--- config.mk ---
export PLATFORM = sky130hd
export DESIGN_NAME = ex_stage_unit_flat
export DESIGN_NICKNAME = d
export VERILOG_FILES = /design/src/rtl/ex_stage_unit_if.sv /design/src/rtl/ex_stage_unit.sv /design/src/flat_wrapper.sv
export SDC_FILE = /design/constraint.sdc
export NUM_CORES = 2
export LEC_CHECK = 0
export BUFFER_PORTS_ARGS = -buffer_cell sky130_fd_sc_hd__buf_4
export CORE_UTILIZATION = 35
export CTS_CLUSTER_DIAMETER = 150
export DETAILED_ROUTE_END_ITERATION = 8
export PLACE_DENSITY = 0.57
export SYNTH_ARGS = -nofsm -noshare
export SYNTH_HDL_FRONTEND = slang
export SYNTH_SLANG_ARGS = --single-unit
--- constraint.sdc ---
create_clock -name clk -period 25 [get_ports clk]
set_clock_uncertainty 0.2 [all_clocks]
set_input_delay 0 -clock clk [delete_from_list [all_inputs] [get_ports clk]]
set_output_delay 0 -clock clk [all_outputs]
set_load 0.1 [all_outputs]
--- src/rtl/ex_stage_unit_if.sv ---
// ID/EX -> EX -> EX/MEM signal bundle for the execute stage.
// The master side drives ID/EX, forwarding and stall/flush; the slave side is the execute stage.
interface ex_stage_unit_if #(parameter int XLEN = 32);
  logic [XLEN-1:0] ex_pc_plus_4;
  logic [XLEN-1:0] ex_read_data1;
  logic [XLEN-1:0] ex_read_data2;
  logic [XLEN-1:0] ex_immediate;
  logic [4:0]      ex_rd_addr;
  logic            ex_alu_src;
  logic [4:0]      ex_alu_op;
  logic            ex_mem_read;
  logic            ex_mem_write;
  logic            ex_reg_write;
  logic [1:0]      fwd_a_sel;
  logic [1:0]      fwd_b_sel;
  logic [XLEN-1:0] wb_data;
  logic            ex_flush;
  logic            mem_stall;
  logic            ex_busy;
  logic [XLEN-1:0] mem_pc_plus_4;
  logic [XLEN-1:0] mem_alu_result;
  logic [XLEN-1:0] mem_store_data;
  logic [4:0]      mem_rd_addr;
  logic            mem_mem_read;
  logic            mem_mem_write;
  logic            mem_reg_write;

  modport master (
    output ex_pc_plus_4, ex_read_data1, ex_read_data2, ex_immediate, ex_rd_addr, ex_alu_src,
           ex_alu_op, ex_mem_read, ex_mem_write, ex_reg_write, fwd_a_sel, fwd_b_sel, wb_data,
           ex_flush, mem_stall,
    input  ex_busy, mem_pc_plus_4, mem_alu_result, mem_store_data, mem_rd_addr, mem_mem_read,
           mem_mem_write, mem_reg_write
  );

  modport slave (
    input  ex_pc_plus_4, ex_read_data1, ex_read_data2, ex_immediate, ex_rd_addr, ex_alu_src,
           ex_alu_op, ex_mem_read, ex_mem_write, ex_reg_write, fwd_a_sel, fwd_b_sel, wb_data,
           ex_flush, mem_stall,
    output ex_busy, mem_pc_plus_4, mem_alu_result, mem_store_data, mem_rd_addr, mem_mem_read,
           mem_mem_write, mem_reg_write
  );
endinterface

--- src/rtl/ex_stage_unit.sv ---
// Execute stage: operand forwarding, ALU, single-cycle multiplier, iterative radix-2
// restoring divider and the EX/MEM pipeline register.
module ex_stage_unit #(
    parameter int XLEN  = 32,
    parameter int CNT_W = 5
) (
    input logic          clk,
    input logic          rst,
    ex_stage_unit_if.slave bus
);
    localparam logic [4:0] OP_ADD = 5'd0,  OP_SUB = 5'd1,  OP_SLL = 5'd2,  OP_SLT = 5'd3;
    localparam logic [4:0] OP_SLTU = 5'd4, OP_XOR = 5'd5,  OP_SRL = 5'd6,  OP_SRA = 5'd7;
    localparam logic [4:0] OP_OR = 5'd8,   OP_AND = 5'd9,  OP_PASSB = 5'd10;
    localparam logic [4:0] OP_MUL = 5'd16, OP_MULH = 5'd17, OP_MULHSU = 5'd18, OP_MULHU = 5'd19;
    localparam logic [4:0] OP_DIV = 5'd20, OP_DIVU = 5'd21, OP_REM = 5'd22, OP_REMU = 5'd23;

    typedef enum logic [1:0] {S_IDLE, S_BUSY, S_DONE} state_t;

    typedef struct packed {
        logic [XLEN-1:0] pc_plus_4;
        logic [XLEN-1:0] alu_result;
        logic [XLEN-1:0] store_data;
        logic [4:0]      rd_addr;
        logic            mem_read;
        logic            mem_write;
        logic            reg_write;
    } exmem_t;

    state_t          state;
    logic [CNT_W-1:0] cnt;
    logic [XLEN-1:0] quo, rem, dvs;
    logic            q_neg, r_neg, d_rem;
    exmem_t          exmem_q;

    logic [XLEN-1:0] op_a, store_data, op_b, alu_res, ex_result, div_special, div_res;
    logic [XLEN-1:0] a_abs, b_abs;
    logic [2*XLEN-1:0] mul_a, mul_b, prod;
    logic [XLEN:0]   trial, diff;
    logic            is_div, div_signed, div_is_rem, div_zero, div_ovf, div_start;
    logic [4:0]      shamt;

    always_comb begin
        case (bus.fwd_a_sel)
            2'b01:   op_a = bus.mem_alu_result;
            2'b10:   op_a = bus.wb_data;
            default: op_a = bus.ex_read_data1;
        endcase
        case (bus.fwd_b_sel)
            2'b01:   store_data = bus.mem_alu_result;
            2'b10:   store_data = bus.wb_data;
            default: store_data = bus.ex_read_data2;
        endcase
        op_b  = bus.ex_alu_src ? bus.ex_immediate : store_data;
        shamt = op_b[4:0];
    end

    // One multiplier; the operand extension selects signed/unsigned high-half flavours.
    always_comb begin
        mul_a = {{XLEN{op_a[XLEN-1] & (bus.ex_alu_op == OP_MULH || bus.ex_alu_op == OP_MULHSU)}}, op_a};
        mul_b = {{XLEN{op_b[XLEN-1] & (bus.ex_alu_op == OP_MULH)}}, op_b};
        prod  = mul_a * mul_b;
    end

    always_comb begin
        case (bus.ex_alu_op)
            OP_ADD:    alu_res = op_a + op_b;
            OP_SUB:    alu_res = op_a - op_b;
            OP_SLL:    alu_res = op_a << shamt;
            OP_SLT:    alu_res = {{(XLEN-1){1'b0}}, $signed(op_a) < $signed(op_b)};
            OP_SLTU:   alu_res = {{(XLEN-1){1'b0}}, op_a < op_b};
            OP_XOR:    alu_res = op_a ^ op_b;
            OP_SRL:    alu_res = op_a >> shamt;
            OP_SRA:    alu_res = XLEN'($signed(op_a) >>> shamt);
            OP_OR:     alu_res = op_a | op_b;
            OP_AND:    alu_res = op_a & op_b;
            OP_PASSB:  alu_res = op_b;
            OP_MUL:    alu_res = prod[XLEN-1:0];
            OP_MULH, OP_MULHSU, OP_MULHU: alu_res = prod[2*XLEN-1:XLEN];
            default:   alu_res = '0;
        endcase
    end

    always_comb begin
        is_div     = (bus.ex_alu_op == OP_DIV) || (bus.ex_alu_op == OP_DIVU) ||
                     (bus.ex_alu_op == OP_REM) || (bus.ex_alu_op == OP_REMU);
        div_signed = (bus.ex_alu_op == OP_DIV) || (bus.ex_alu_op == OP_REM);
        div_is_rem = (bus.ex_alu_op == OP_REM) || (bus.ex_alu_op == OP_REMU);
        div_zero   = (op_b == '0);
        div_ovf    = div_signed && (op_a == {1'b1, {(XLEN-1){1'b0}}}) && (op_b == '1);
        div_start  = (state == S_IDLE) && is_div && !bus.ex_flush && !div_zero && !div_ovf;
        a_abs      = (div_signed && op_a[XLEN-1]) ? -op_a : op_a;
        b_abs      = (div_signed && op_b[XLEN-1]) ? -op_b : op_b;
        // Divide-by-zero and signed overflow resolve without iterating.
        if (div_zero) div_special = div_is_rem ? op_a : '1;
        else          div_special = div_is_rem ? '0 : op_a;
        div_res    = d_rem ? (r_neg ? -rem : rem) : (q_neg ? -quo : quo);
        if (state == S_DONE) ex_result = div_res;
        else if (is_div)     ex_result = div_special;
        else                 ex_result = alu_res;
        trial      = {rem, quo[XLEN-1]};
        diff       = trial - {1'b0, dvs};
    end

    assign bus.ex_busy = !rst && !bus.ex_flush && (div_start || state == S_BUSY);

    always_ff @(posedge clk or posedge rst) begin
        if (rst) begin
            state <= S_IDLE;
            cnt   <= '0;
            quo   <= '0;
            rem   <= '0;
            dvs   <= '0;
            q_neg <= 1'b0;
            r_neg <= 1'b0;
            d_rem <= 1'b0;
        end else if (bus.ex_flush) begin
            state <= S_IDLE;
        end else begin
            case (state)
                S_IDLE: if (div_start) begin
                    quo   <= a_abs;
                    rem   <= '0;
                    dvs   <= b_abs;
                    q_neg <= div_signed && (op_a[XLEN-1] ^ op_b[XLEN-1]);
                    r_neg <= div_signed && op_a[XLEN-1];
                    d_rem <= div_is_rem;
                    cnt   <= CNT_W'(XLEN-1);
                    state <= S_BUSY;
                end
                S_BUSY: begin
                    // diff's top bit clear means the trial remainder covers the divisor.
                    if (!diff[XLEN]) begin
                        rem <= diff[XLEN-1:0];
                        quo <= {quo[XLEN-2:0], 1'b1};
                    end else begin
                        rem <= trial[XLEN-1:0];
                        quo <= {quo[XLEN-2:0], 1'b0};
                    end
                    if (cnt == '0) state <= S_DONE;
                    else           cnt   <= cnt - CNT_W'(1);
                end
                S_DONE: if (!bus.mem_stall) state <= S_IDLE;
                default: state <= S_IDLE;
            endcase
        end
    end

    always_ff @(posedge clk or posedge rst) begin
        if (rst)                                   exmem_q <= '0;
        else if (bus.ex_flush)                     exmem_q <= '0;
        else if (bus.mem_stall)                    exmem_q <= exmem_q;
        else if (div_start || state == S_BUSY)     exmem_q <= '0;
        else begin
            exmem_q.pc_plus_4  <= bus.ex_pc_plus_4;
            exmem_q.alu_result <= ex_result;
            exmem_q.store_data <= store_data;
            exmem_q.rd_addr    <= bus.ex_rd_addr;
            exmem_q.mem_read   <= bus.ex_mem_read;
            exmem_q.mem_write  <= bus.ex_mem_write;
            exmem_q.reg_write  <= bus.ex_reg_write;
        end
    end

    assign bus.mem_pc_plus_4  = exmem_q.pc_plus_4;
    assign bus.mem_alu_result = exmem_q.alu_result;
    assign bus.mem_store_data = exmem_q.store_data;
    assign bus.mem_rd_addr    = exmem_q.rd_addr;
    assign bus.mem_mem_read   = exmem_q.mem_read;
    assign bus.mem_mem_write  = exmem_q.mem_write;
    assign bus.mem_reg_write  = exmem_q.reg_write;
endmodule

--- src/flat_wrapper.sv ---
// flat-port wrapper written by rule: the top's interface ports become plain ports
module ex_stage_unit_flat 
#(
    parameter int XLEN  = 32,
    parameter int CNT_W = 5
)
  (clk, rst, bus_ex_pc_plus_4, bus_ex_read_data1, bus_ex_read_data2, bus_ex_immediate, bus_ex_rd_addr, bus_ex_alu_src, bus_ex_alu_op, bus_ex_mem_read, bus_ex_mem_write, bus_ex_reg_write, bus_fwd_a_sel, bus_fwd_b_sel, bus_wb_data, bus_ex_flush, bus_mem_stall, bus_ex_busy, bus_mem_pc_plus_4, bus_mem_alu_result, bus_mem_store_data, bus_mem_rd_addr, bus_mem_mem_read, bus_mem_mem_write, bus_mem_reg_write);
  ex_stage_unit_if #(.XLEN(XLEN)) bus_i ();
  input logic clk;
  input logic rst;
  input wire logic [$bits(bus_i.ex_pc_plus_4)-1:0] bus_ex_pc_plus_4;
  input wire logic [$bits(bus_i.ex_read_data1)-1:0] bus_ex_read_data1;
  input wire logic [$bits(bus_i.ex_read_data2)-1:0] bus_ex_read_data2;
  input wire logic [$bits(bus_i.ex_immediate)-1:0] bus_ex_immediate;
  input wire logic [$bits(bus_i.ex_rd_addr)-1:0] bus_ex_rd_addr;
  input wire logic [$bits(bus_i.ex_alu_src)-1:0] bus_ex_alu_src;
  input wire logic [$bits(bus_i.ex_alu_op)-1:0] bus_ex_alu_op;
  input wire logic [$bits(bus_i.ex_mem_read)-1:0] bus_ex_mem_read;
  input wire logic [$bits(bus_i.ex_mem_write)-1:0] bus_ex_mem_write;
  input wire logic [$bits(bus_i.ex_reg_write)-1:0] bus_ex_reg_write;
  input wire logic [$bits(bus_i.fwd_a_sel)-1:0] bus_fwd_a_sel;
  input wire logic [$bits(bus_i.fwd_b_sel)-1:0] bus_fwd_b_sel;
  input wire logic [$bits(bus_i.wb_data)-1:0] bus_wb_data;
  input wire logic [$bits(bus_i.ex_flush)-1:0] bus_ex_flush;
  input wire logic [$bits(bus_i.mem_stall)-1:0] bus_mem_stall;
  output wire logic [$bits(bus_i.ex_busy)-1:0] bus_ex_busy;
  output wire logic [$bits(bus_i.mem_pc_plus_4)-1:0] bus_mem_pc_plus_4;
  output wire logic [$bits(bus_i.mem_alu_result)-1:0] bus_mem_alu_result;
  output wire logic [$bits(bus_i.mem_store_data)-1:0] bus_mem_store_data;
  output wire logic [$bits(bus_i.mem_rd_addr)-1:0] bus_mem_rd_addr;
  output wire logic [$bits(bus_i.mem_mem_read)-1:0] bus_mem_mem_read;
  output wire logic [$bits(bus_i.mem_mem_write)-1:0] bus_mem_mem_write;
  output wire logic [$bits(bus_i.mem_reg_write)-1:0] bus_mem_reg_write;
  assign bus_i.ex_pc_plus_4 = bus_ex_pc_plus_4;
  assign bus_i.ex_read_data1 = bus_ex_read_data1;
  assign bus_i.ex_read_data2 = bus_ex_read_data2;
  assign bus_i.ex_immediate = bus_ex_immediate;
  assign bus_i.ex_rd_addr = bus_ex_rd_addr;
  assign bus_i.ex_alu_src = bus_ex_alu_src;
  assign bus_i.ex_alu_op = bus_ex_alu_op;
  assign bus_i.ex_mem_read = bus_ex_mem_read;
  assign bus_i.ex_mem_write = bus_ex_mem_write;
  assign bus_i.ex_reg_write = bus_ex_reg_write;
  assign bus_i.fwd_a_sel = bus_fwd_a_sel;
  assign bus_i.fwd_b_sel = bus_fwd_b_sel;
  assign bus_i.wb_data = bus_wb_data;
  assign bus_i.ex_flush = bus_ex_flush;
  assign bus_i.mem_stall = bus_mem_stall;
  assign bus_ex_busy = bus_i.ex_busy;
  assign bus_mem_pc_plus_4 = bus_i.mem_pc_plus_4;
  assign bus_mem_alu_result = bus_i.mem_alu_result;
  assign bus_mem_store_data = bus_i.mem_store_data;
  assign bus_mem_rd_addr = bus_i.mem_rd_addr;
  assign bus_mem_mem_read = bus_i.mem_mem_read;
  assign bus_mem_mem_write = bus_i.mem_mem_write;
  assign bus_mem_reg_write = bus_i.mem_reg_write;
  ex_stage_unit #(.XLEN(XLEN), .CNT_W(CNT_W)) u_core (.clk(clk), .rst(rst), .bus(bus_i));
endmodule
==> metrics.md <==
| Metric | Value |
|---|---|
| Status | finished with violations |
| Failing checks | max-capacitance violations, max-slew violations |
| Worst Hold Class | primary input to flip-flop |
| Final Critical Period | 12.39 ns |
| Largest area contributor in the netlist | fa_1 |
| Layout Nets | 9215 |
| Crit Path Max Fanout | 36 |
| Gr usage total | 33.7% |
| Crit path max-delay family | adder cells |
| Slew @ Worst Pin | 1.51 ns |
| Cell Area, Synth | 0.0614 mm^2 |
| WP buf/inv | 10 |
| Clk pin slew, worst setup/hold paths | 0.06 ns |
| DP HPWL | 230000 um |
| Via count | 58.8k |
| Avg Cell Area, Syn | 8.31 um^2 |
| Number of global-route vias before repair | 58.9k |
| Count leader, synth | inv_1 |
| Most frequent CP cell | fa_1 |
| Die area | 0.177 mm^2 |
| Data required, critical path | 25.17 ns |
| Worst R2R Start | u_core.bus.mem_alu_result[31] |
| Max Clk Rate | 80.7 MHz |
| Root Buffer Master | clkbuf_16 |
| Multi-input gate area | 0.0500 mm^2 |
| Cell variety after synth | 92 |
| Initial drt markers | 7615 |
| Total grt overflow | 0 |
| Post-route cell area | 0.0689 mm^2 |
| Antenna violations before repair | 21 |
| YS warnings | 0 |
| Dpl cell area | 0.0666 mm^2 |
| Initial Util | 35.3% |
| Crit path kind | primary input to flip-flop |
| Post-layout util | 39.6% |
| Total core area | 0.174 mm^2 |
| Fin Setup TNS | 0 ns |
| Sequential share of the synthesized area | 8.56% |
| Clock sinks | 210 |
| Largest net degree at the start of global routing | 145 |
| Gate Count Post-Synth | 7383 |
| I/O pin count | 287 |
| DR DRC count | 0 |
| CP arrival | 12.57 ns |
| Top FF cell, synth | dfrtp_1 |
| CTS tree | yes |
| Share of cells above drive strength 1 | 8.91% |
| Fin crit share | 49.6% |
| Number of flops mapped to enable cells by yosys | 0 |
| CTS Buf Count | 26 |
| Via-to-Cell Ratio | 5.94 |
| Critical path's largest stage delay | 1.14 ns |
| Clk Latency, worst-skew pair | 0.58 ns |
| Clock Path Buffers | 3 |
| Routed wire length | 300000 um |
| Setup Viol. Count Final | 0 |
| First-pass GRT wire length | 429000 um |
| Count of pins over their slew limit | 4 |
| Post-synth top cells | inv_1, fa_1, nand2_1 |
| Die height | 421 um |
| CP startpoint kind | primary input |
| Number of synthesized register bits | 210 |
| Area growth from synthesis to layout | 12.3% |
| H-Tree Depth | 1 |
| Max Cap Violations | 1 |
| RD Place Congestion | 1.08 |
| Fillcell total | 17.7k |
| Syn nets | 9045 |
| Final Hold Vio Count | 0 |
| Crit path from | bus_fwd_a_sel[0] |
| Setup crit end kind | flip-flop |
| Post-CTS setup buffers | 0 |
| Hold Path Origin | bus_ex_pc_plus_4[24] |
| WL/cell | 30.3 um |
| Row cnt | 153 |
| Detailed-router iteration count before antenna repair | 9 |
| Slew HR | -3.21% |
| Synth top area cells | fa_1, dfrtp_1, inv_1 |
| Area fraction of the dominant cell type after synthesis | 36.8% |
| Ys async rst share | 100% |
| Die width | 421 um |
| I/O Buffers | 286 |
| Detail Route Antenna Nets | 0 |
| Worst path slowest cell | a2111oi_0 |
| Register Area | 0.00526 mm^2 |
| RSZ-0062 raised after global routing | false |
-- state kept, by name, summed over array words and instances (netlist names) --
signal	flops
u_core.bus.mem_alu_result	32
u_core.bus.mem_pc_plus_4	32
u_core.bus.mem_store_data	32
u_core.dvs	32
u_core.quo	32
u_core.rem	32
u_core.bus.mem_rd_addr	5
u_core.cnt	5
u_core.state	2
u_core.bus.mem_mem_read	1
u_core.bus.mem_mem_write	1
u_core.bus.mem_reg_write	1
u_core.d_rem	1
u_core.q_neg	1
u_core.r_neg	1
-- stage by stage --
step	hold WS (ns)	worst slack (ns)	cells
floorplan	-0.0673	14.67	7383
global placement	0.0182	12.46	9712
detailed placement	0.0206	12.26	9712
CTS	0.0000596	12.84	9897
global route	0.0282	12.38	9898
finish	0.00200	12.61	9902
-- area by class of cell --
type                    count  area share [%]
well taps                2325            4.22
clock inverters             9           0.256
multi-input cells        5418            72.5
diodes                      5          0.0181
repair buffers            626            7.34
inverters                1271            6.94
clock buffers              38            1.13
flip-flops and latches    210            7.62
-- cell usage in the layout (no fill, tap or decap), types with 138 or more instances in the layout --
master,instances
nor2_1,656
a21oi_1,257
nand2_1,1031
ha_1,350
buf_4,487
dfrtp_1,209
fa_1,1128
dlygate4sd3_1,138
inv_1,1238
xnor2_1,161
mux2i_1,160
o21ai_0,281
-- kinds of logic (layout without fill, tap and decap cells) --
group,count (synthesis),in the layout,synth area share (%)
compound gates,1381,1381,15.4
xor+xnor,222,222,3.18
fa+ha+maj,1504,1504,44.4
buf+inv,1755,1944,10.9
flops,210,210,8.56
mux,179,179,2.96
other cells,0,5,0
simple gates,2132,2132,14.7
-- path summary, 6_finish.rpt --
kind | end | slack [ns] | depth (start not counted)
setup / recovery | u_core.bus.mem_alu_result[29] | 12.61 | 34
hold / removal | u_core.bus.mem_pc_plus_4[24] | 0.002 | 3
setup reg to reg | u_core.bus.mem_alu_result[29] | 12.76 | 30
hold reg to reg | u_core.dvs[9] | 0.28 | 2
max in group asynchronous | u_core.bus.mem_store_data[20] | 22.90 | 4
min in group asynchronous | u_core.state[1] | 0.05 | 3
-- worst register-to-register path, delay by kind of cell (launching register included) --
family	cells	cell delay (ns)
adders and majority gates	9	5.12
buffers and inverters	7	1.73
muxes	1	0.26
AOI/OAI and AO/OA	11	3.11
DFF	1	0.50
and+or+nand+nor	2	1.11
-- repair_timing --
item / 4_1_cts / 5_1_grt
endpoints found under the hold margin: 286 / 0
gates resized for setup: 0 / 0
hold buffers: 138 / 0
-- layer usage --
metal / part of all wire, % / routed length [um] / vias to the layer above / global-route usage [%]
li1: - / - / 24100 / -
met1: 39 / 117000 / 30000 / 44.4
met2: 42 / 127000 / 3844 / 50.5
met3: 12 / 35200 / 857 / 8.51
met4: 6.9 / 20600 / 16 / 18.1
met5: 0.033 / 99 / - / 0
Power is not shown: default switching activity piles up to over one toggle a cycle in this logic, so the estimate is an artifact.
